**src/rtl/store_buffer.sv**
```systemverilog
// Store buffer between the core's data port and a single-ported backing memory.
// Stores are queued and drained in order; loads hit the youngest buffered store or go to memory first.
module store_buffer #(
   parameter int DEPTH = 4
) (
   input  logic        clk,
   input  logic        reset,
   input  logic        MemWrite,
   input  logic        MemRead,
   input  logic [31:0] DataAdr,
   input  logic [31:0] WriteData,
   output logic [31:0] ReadData,
   output logic        Stall,
   output logic        mem_req,
   output logic        mem_we,
   output logic [31:0] mem_addr,
   output logic [31:0] mem_wdata,
   input  logic        mem_ack,
   input  logic [31:0] mem_rdata,
   output logic        empty
);

   // state     | meaning
   // IDLE      | no memory request; pick a load miss first, else drain a store
   // WRITE     | writing head entry to memory, pop on mem_ack
   // READ      | reading load miss address from memory, latch on mem_ack
   // READ_DONE | one cycle delivering rd_reg to the core

   localparam int PW = $clog2(DEPTH);

   typedef enum logic [1:0] {
      IDLE,
      WRITE,
      READ,
      READ_DONE
   } state_t;

   state_t state, state_nxt;

   logic [DEPTH-1:0] valid;
   logic [29:0]      addr_q [DEPTH];
   logic [31:0]      data_q [DEPTH];
   logic [PW-1:0]    head;
   logic [PW-1:0]    tail;
   logic [PW:0]      count;
   logic [31:0]      rd_reg;

   logic        full;
   logic        push;
   logic        pop;
   logic        hit;
   logic        miss;
   logic [31:0] hit_data;

   logic unused_adr_lsb;
   assign unused_adr_lsb = ^DataAdr[1:0];

   // full comes from the registered count, so a same-cycle pop never frees a slot early
   assign full = (count == (PW+1)'(DEPTH));
   assign push = MemWrite && !full;
   assign pop  = (state == WRITE) && mem_ack;
   assign miss = MemRead && !hit;

   // Walk from oldest to youngest so the last match wins.
   always_comb begin : hit_search
      logic [PW-1:0] idx;
      idx      = '0;
      hit      = 1'b0;
      hit_data = '0;
      for (int i = 0; i < DEPTH; i++) begin
         idx = head + PW'(i);
         if (valid[idx] && (addr_q[idx] == DataAdr[31:2])) begin
            hit      = 1'b1;
            hit_data = data_q[idx];
         end
      end
   end

   always_ff @(posedge clk) begin
      if (!reset) begin
         valid  <= '0;
         head   <= '0;
         tail   <= '0;
         count  <= '0;
         rd_reg <= '0;
      end else begin
         if (push) begin
            valid[tail] <= 1'b1;
            tail        <= tail + PW'(1);
         end
         if (pop) begin
            valid[head] <= 1'b0;
            head        <= head + PW'(1);
         end
         case ({push, pop})
            2'b10:   count <= count + (PW+1)'(1);
            2'b01:   count <= count - (PW+1)'(1);
            default: count <= count;
         endcase
         if ((state == READ) && mem_ack) begin
            rd_reg <= mem_rdata;
         end
      end
   end

   // Payload storage carries no reset; valid bits qualify it.
   always_ff @(posedge clk) begin
      if (reset && push) begin
         addr_q[tail] <= DataAdr[31:2];
         data_q[tail] <= WriteData;
      end
   end

   always_ff @(posedge clk) begin
      if (!reset) begin
         state <= IDLE;
      end else begin
         state <= state_nxt;
      end
   end

   always_comb begin
      state_nxt = state;
      case (state)
         IDLE: begin
            if (miss) begin
               state_nxt = READ;
            end else if (count != '0) begin
               state_nxt = WRITE;
            end
         end
         WRITE: begin
            if (mem_ack) begin
               state_nxt = IDLE;
            end
         end
         READ: begin
            if (mem_ack) begin
               state_nxt = READ_DONE;
            end
         end
         READ_DONE: state_nxt = IDLE;
         default:   state_nxt = IDLE;
      endcase
   end

   // Outputs are gated by reset so nothing leaks out while reset is held low.
   always_comb begin
      mem_req   = 1'b0;
      mem_we    = 1'b0;
      mem_addr  = '0;
      mem_wdata = '0;
      ReadData  = '0;
      Stall     = 1'b0;
      empty     = 1'b1;
      if (reset) begin
         case (state)
            WRITE: begin
               mem_req   = 1'b1;
               mem_we    = 1'b1;
               mem_addr  = {addr_q[head], 2'b00};
               mem_wdata = data_q[head];
            end
            READ: begin
               mem_req  = 1'b1;
               mem_addr = {DataAdr[31:2], 2'b00};
            end
            default: begin
               mem_req = 1'b0;
            end
         endcase
         if (MemRead) begin
            if (state == READ_DONE) begin
               ReadData = rd_reg;
            end else if (hit) begin
               ReadData = hit_data;
            end
         end
         Stall = (MemWrite && full) || (miss && (state != READ_DONE));
         empty = (count == '0);
      end
   end

endmodule
```
**config.mk**
```make
export PLATFORM = sky130hd
export DESIGN_NAME = store_buffer
export DESIGN_NICKNAME = d
export VERILOG_FILES = /design/src/rtl/store_buffer.sv
export SDC_FILE = /design/constraint.sdc
export NUM_CORES = 1
export LEC_CHECK = 0
export ABC_AREA = 1
export BUFFER_PORTS_ARGS = -buffer_cell sky130_fd_sc_hd__buf_2
export CAP_MARGIN = 15
export CORE_MARGIN = 8
export CORE_UTILIZATION = 29
export CTS_CLUSTER_SIZE = 30
export DETAILED_ROUTE_END_ITERATION = 10
export PLACE_DENSITY = 0.44
export SYNTH_ARGS = -nofsm -noshare
export SYNTH_HDL_FRONTEND = slang
export SYNTH_SLANG_ARGS = --single-unit
```
**constraint.sdc**
```tcl
create_clock -name clk -period 6.27 [get_ports clk]
set_input_delay 0.627 -clock clk [delete_from_list [all_inputs] [get_ports clk]]
set_output_delay 0.627 -clock clk [all_outputs]
set_load 0.03 [all_outputs]
```
==> results.json <==
{
  "antenna_found_initial": 11,
  "grt.total_usage_pct": 19.6,
  "hold_viol": 0,
  "numCtsBuffers": 41,
  "fin_util_pct": 33.3,
  "die_w_um": 284,
  "overflow": 0,
  "grt_pass1_wl_mm": 124,
  "gp_congestion": 0.851,
  "firstDrtPassIters": 6,
  "final_cell_mix": "nand2_1 (1242), nand3_1 (405), edfxtp_1 (248)",
  "cts_tree": "yes",
  "drv_slew": 88,
  "clk_path_buf_depth": 3,
  "relSlewSlack_pct": -6.57,
  "end_kind": "primary output",
  "status": "finished with violations",
  "drive_above_1_share_pct": 12.6,
  "syn_avg_cell_area_um2": 6.66,
  "cts_num_sinks": 295,
  "grt_pass1_vias": 20447,
  "arrival_ns": 5.05,
  "hpwlAfterDp_mm": 51.4,
  "worstHoldPathType": "in2reg",
  "min_period_over_period_pct": 90.6,
  "netlist_area_mm2": 0.0209,
  "postRouteAntennaNets": 0,
  "max_cap_viol_count": 0,
  "drtIter0Drc": 2079,
  "wl_met3_mm": 5.47,
  "dieArea_mm2": 0.0807,
  "r2r_cells": 19,
  "worstSetupStartpointType": "flop",
  "rsz0062_at_grt": "false",
  "vdd_drop_max_mv": 0.257,
  "wl_met2_mm": 38.1,
  "nets": 3334,
  "clk_latency_ns": 0.59,
  "port_buffers": 196,
  "vias_per_cell": 5.11,
  "syn_inst": 3133,
  "cts_hold_buf": 0,
  "fin_crit_ns": 5.68,
  "fin_skew_ns": 0.0476,
  "finalNonFillerCells": 4201,
  "fillerInstances": 7660,
  "p_switching_w": 0.00335,
  "remaining_drc_errors": 0,
  "cts-root-buf": "clkbuf_16",
  "worst_slew_pin_slew_ns": 1.60,
  "num_io_pins": 201,
  "syn2layout_area_growth_pct": 14.1,
  "clkPwrFrac_pct": 28.3,
  "sequentialPowerShare_pct": 30.2,
  "layout_commonest_cell": "nand2_1",
  "violations": "max-slew violations",
  "synth_seq_cells": 295,
  "largest_reg_flops": 128,
  "p_per_area_mw_per_mm2": 326,
  "setup_viol": 0,
  "dp.cells": 4125,
  "initial_core_util_pct": 29.2,
  "htree_levels": 2,
  "die_h_um": 284,
  "hold_slack_ns": 0.246,
  "final.setup.tns_ns": 0,
  "comb_power_share_pct": 41.5,
  "grt_start_max_net_pins": 257,
  "fin_ws_ns": 0.592,
  "wl_met1_mm": 37.2,
  "ys_seq_area_share_pct": 40.2,
  "vias": 21488,
  "holdPathStages": 1,
  "cts_resized": 0,
  "wire_per_inst_um": 19.8,
  "rows": 98,
  "cts_setup_buffers": 0,
  "dr.max_layer_used": "met5",
  "switching_share_pct": 43.2,
  "fmax_mhz": 176,
  "p_int_w": 0.00441,
  "drt_wl_total_mm": 83.2,
  "path_class": "reg2out",
  "post-place-ws_ns": 1.18,
  "clk_pin_slew_worst_paths_ns": 0.06,
  "placeableCoreArea_mm2": 0.0714,
  "synth_cell_types": 28,
  "yosys_warnings": 0,
  "worstPathMaxFanout": 99,
  "p_leak_nw": 10.5,
  "worstPathRequired_ns": 5.64
}
[critical path, cell delays in order, from the launching register on]
cell	delay, ns
dfxtp_4	0.36
inv_6	0.28
buf_4	0.95
nand2_1	0.17
nand3_1	0.13
nand2_1	0.08
o21ai_0	0.20
nor2_1	0.08
nand2_1	0.08
nor2_1	0.07
nand2_1	0.07
nor2_1	0.05
inv_2	0.72
buf_4	0.43
a21oi_1	0.07
nor2_1	0.11
nand2_1	0.12
a21oi_1	0.20
buf_2	0.23
[worst paths after layout]
kind / end / start / slack [ns]
worst max-delay path: ReadData[30] / head[0]$_SDFFE_PN0P_ / 0.59
worst min-delay path: data_q[0][18]$_DFFE_PP_ / WriteData[18] / 0.25
worst max register to register: state[1]$_SDFFE_PN0P_ / head[0]$_SDFFE_PN0P_ / 2.51
worst min register to register: rd_reg[6]$_SDFFE_PN0P_ / rd_reg[6]$_SDFFE_PN0P_ / 0.48
[cell families (layout without fill, tap and decap cells)]
group	Yosys count	count (layout)	synth area share [%]
buffers and inverters	389	501	7.79
and+or+nand+nor	1966	1966	39.1
adders and majority gates	15	15	0.936
xor gates and xnor gates	4	4	0.168
AOI/OAI and AO/OA	463	463	11.8
DFF	295	295	40.2
other	1	7	0.0180
[power by group through the flow]
stage / Clock (W) / Sequential, W / Combinational (W)
2_1_floorplan: 0 / 0.00235 / 0.00224
3_5_place_dp: 0 / 0.00239 / 0.00319
6_report: 0.00220 / 0.00235 / 0.00322
4_1_cts: 0.00227 / 0.00235 / 0.00320
5_1_grt: 0.00233 / 0.00236 / 0.00358
3_3_place_gp: 0 / 0.00238 / 0.00316
[layout make-up]
type	instances	area, um^2	share of cell area (%)
Timing Repair Buffer	239	1350	5.69
Inverter	191	731	3.07
Antenna cell	5	12.5	0.0526
Multi-Input combinational cell	2450	10900	45.7
Clock buffer	60	1140	4.78
Clock inverter	11	97.6	0.410
Sequential cell	295	8400	35.3
Tap cell	950	1190	4.99
[layer usage]
layer	track usage [%]	up-vias
li1	-	10448
met4	6.16	6
met3	2.94	143
met1	26.3	10134
met5	0	-
met2	32.4	757
[per-stage QoR]
step                      cell area, um^2  total power, W
after floorplan                     20900         0.00459
after detailed placement            22500         0.00558
after global placement              22500         0.00555
after global routing                23800         0.00826
final                               23800         0.00777
after CTS                           23800         0.00781
[Yosys cell counts, drive strengths merged]
cell type	n	area, um^2
edfxtp	248	7450
ha	14	175
clkbuf	109	409
nand4	4	25.0
o21ai	219	1100
buf	89	498
a211oi	4	30.0
nor2	218	833
conb	1	3.75
nand3	405	2030
o21bai	1	7.51
fa	1	20.0
o31ai	1	7.51
a32oi	32	280
or2	96	601
a21oi	206	1030
xor2	4	35.0
inv	191	717
nand2	1243	4670
dfxtp	47	941
(Power assumes the default switching activity.)
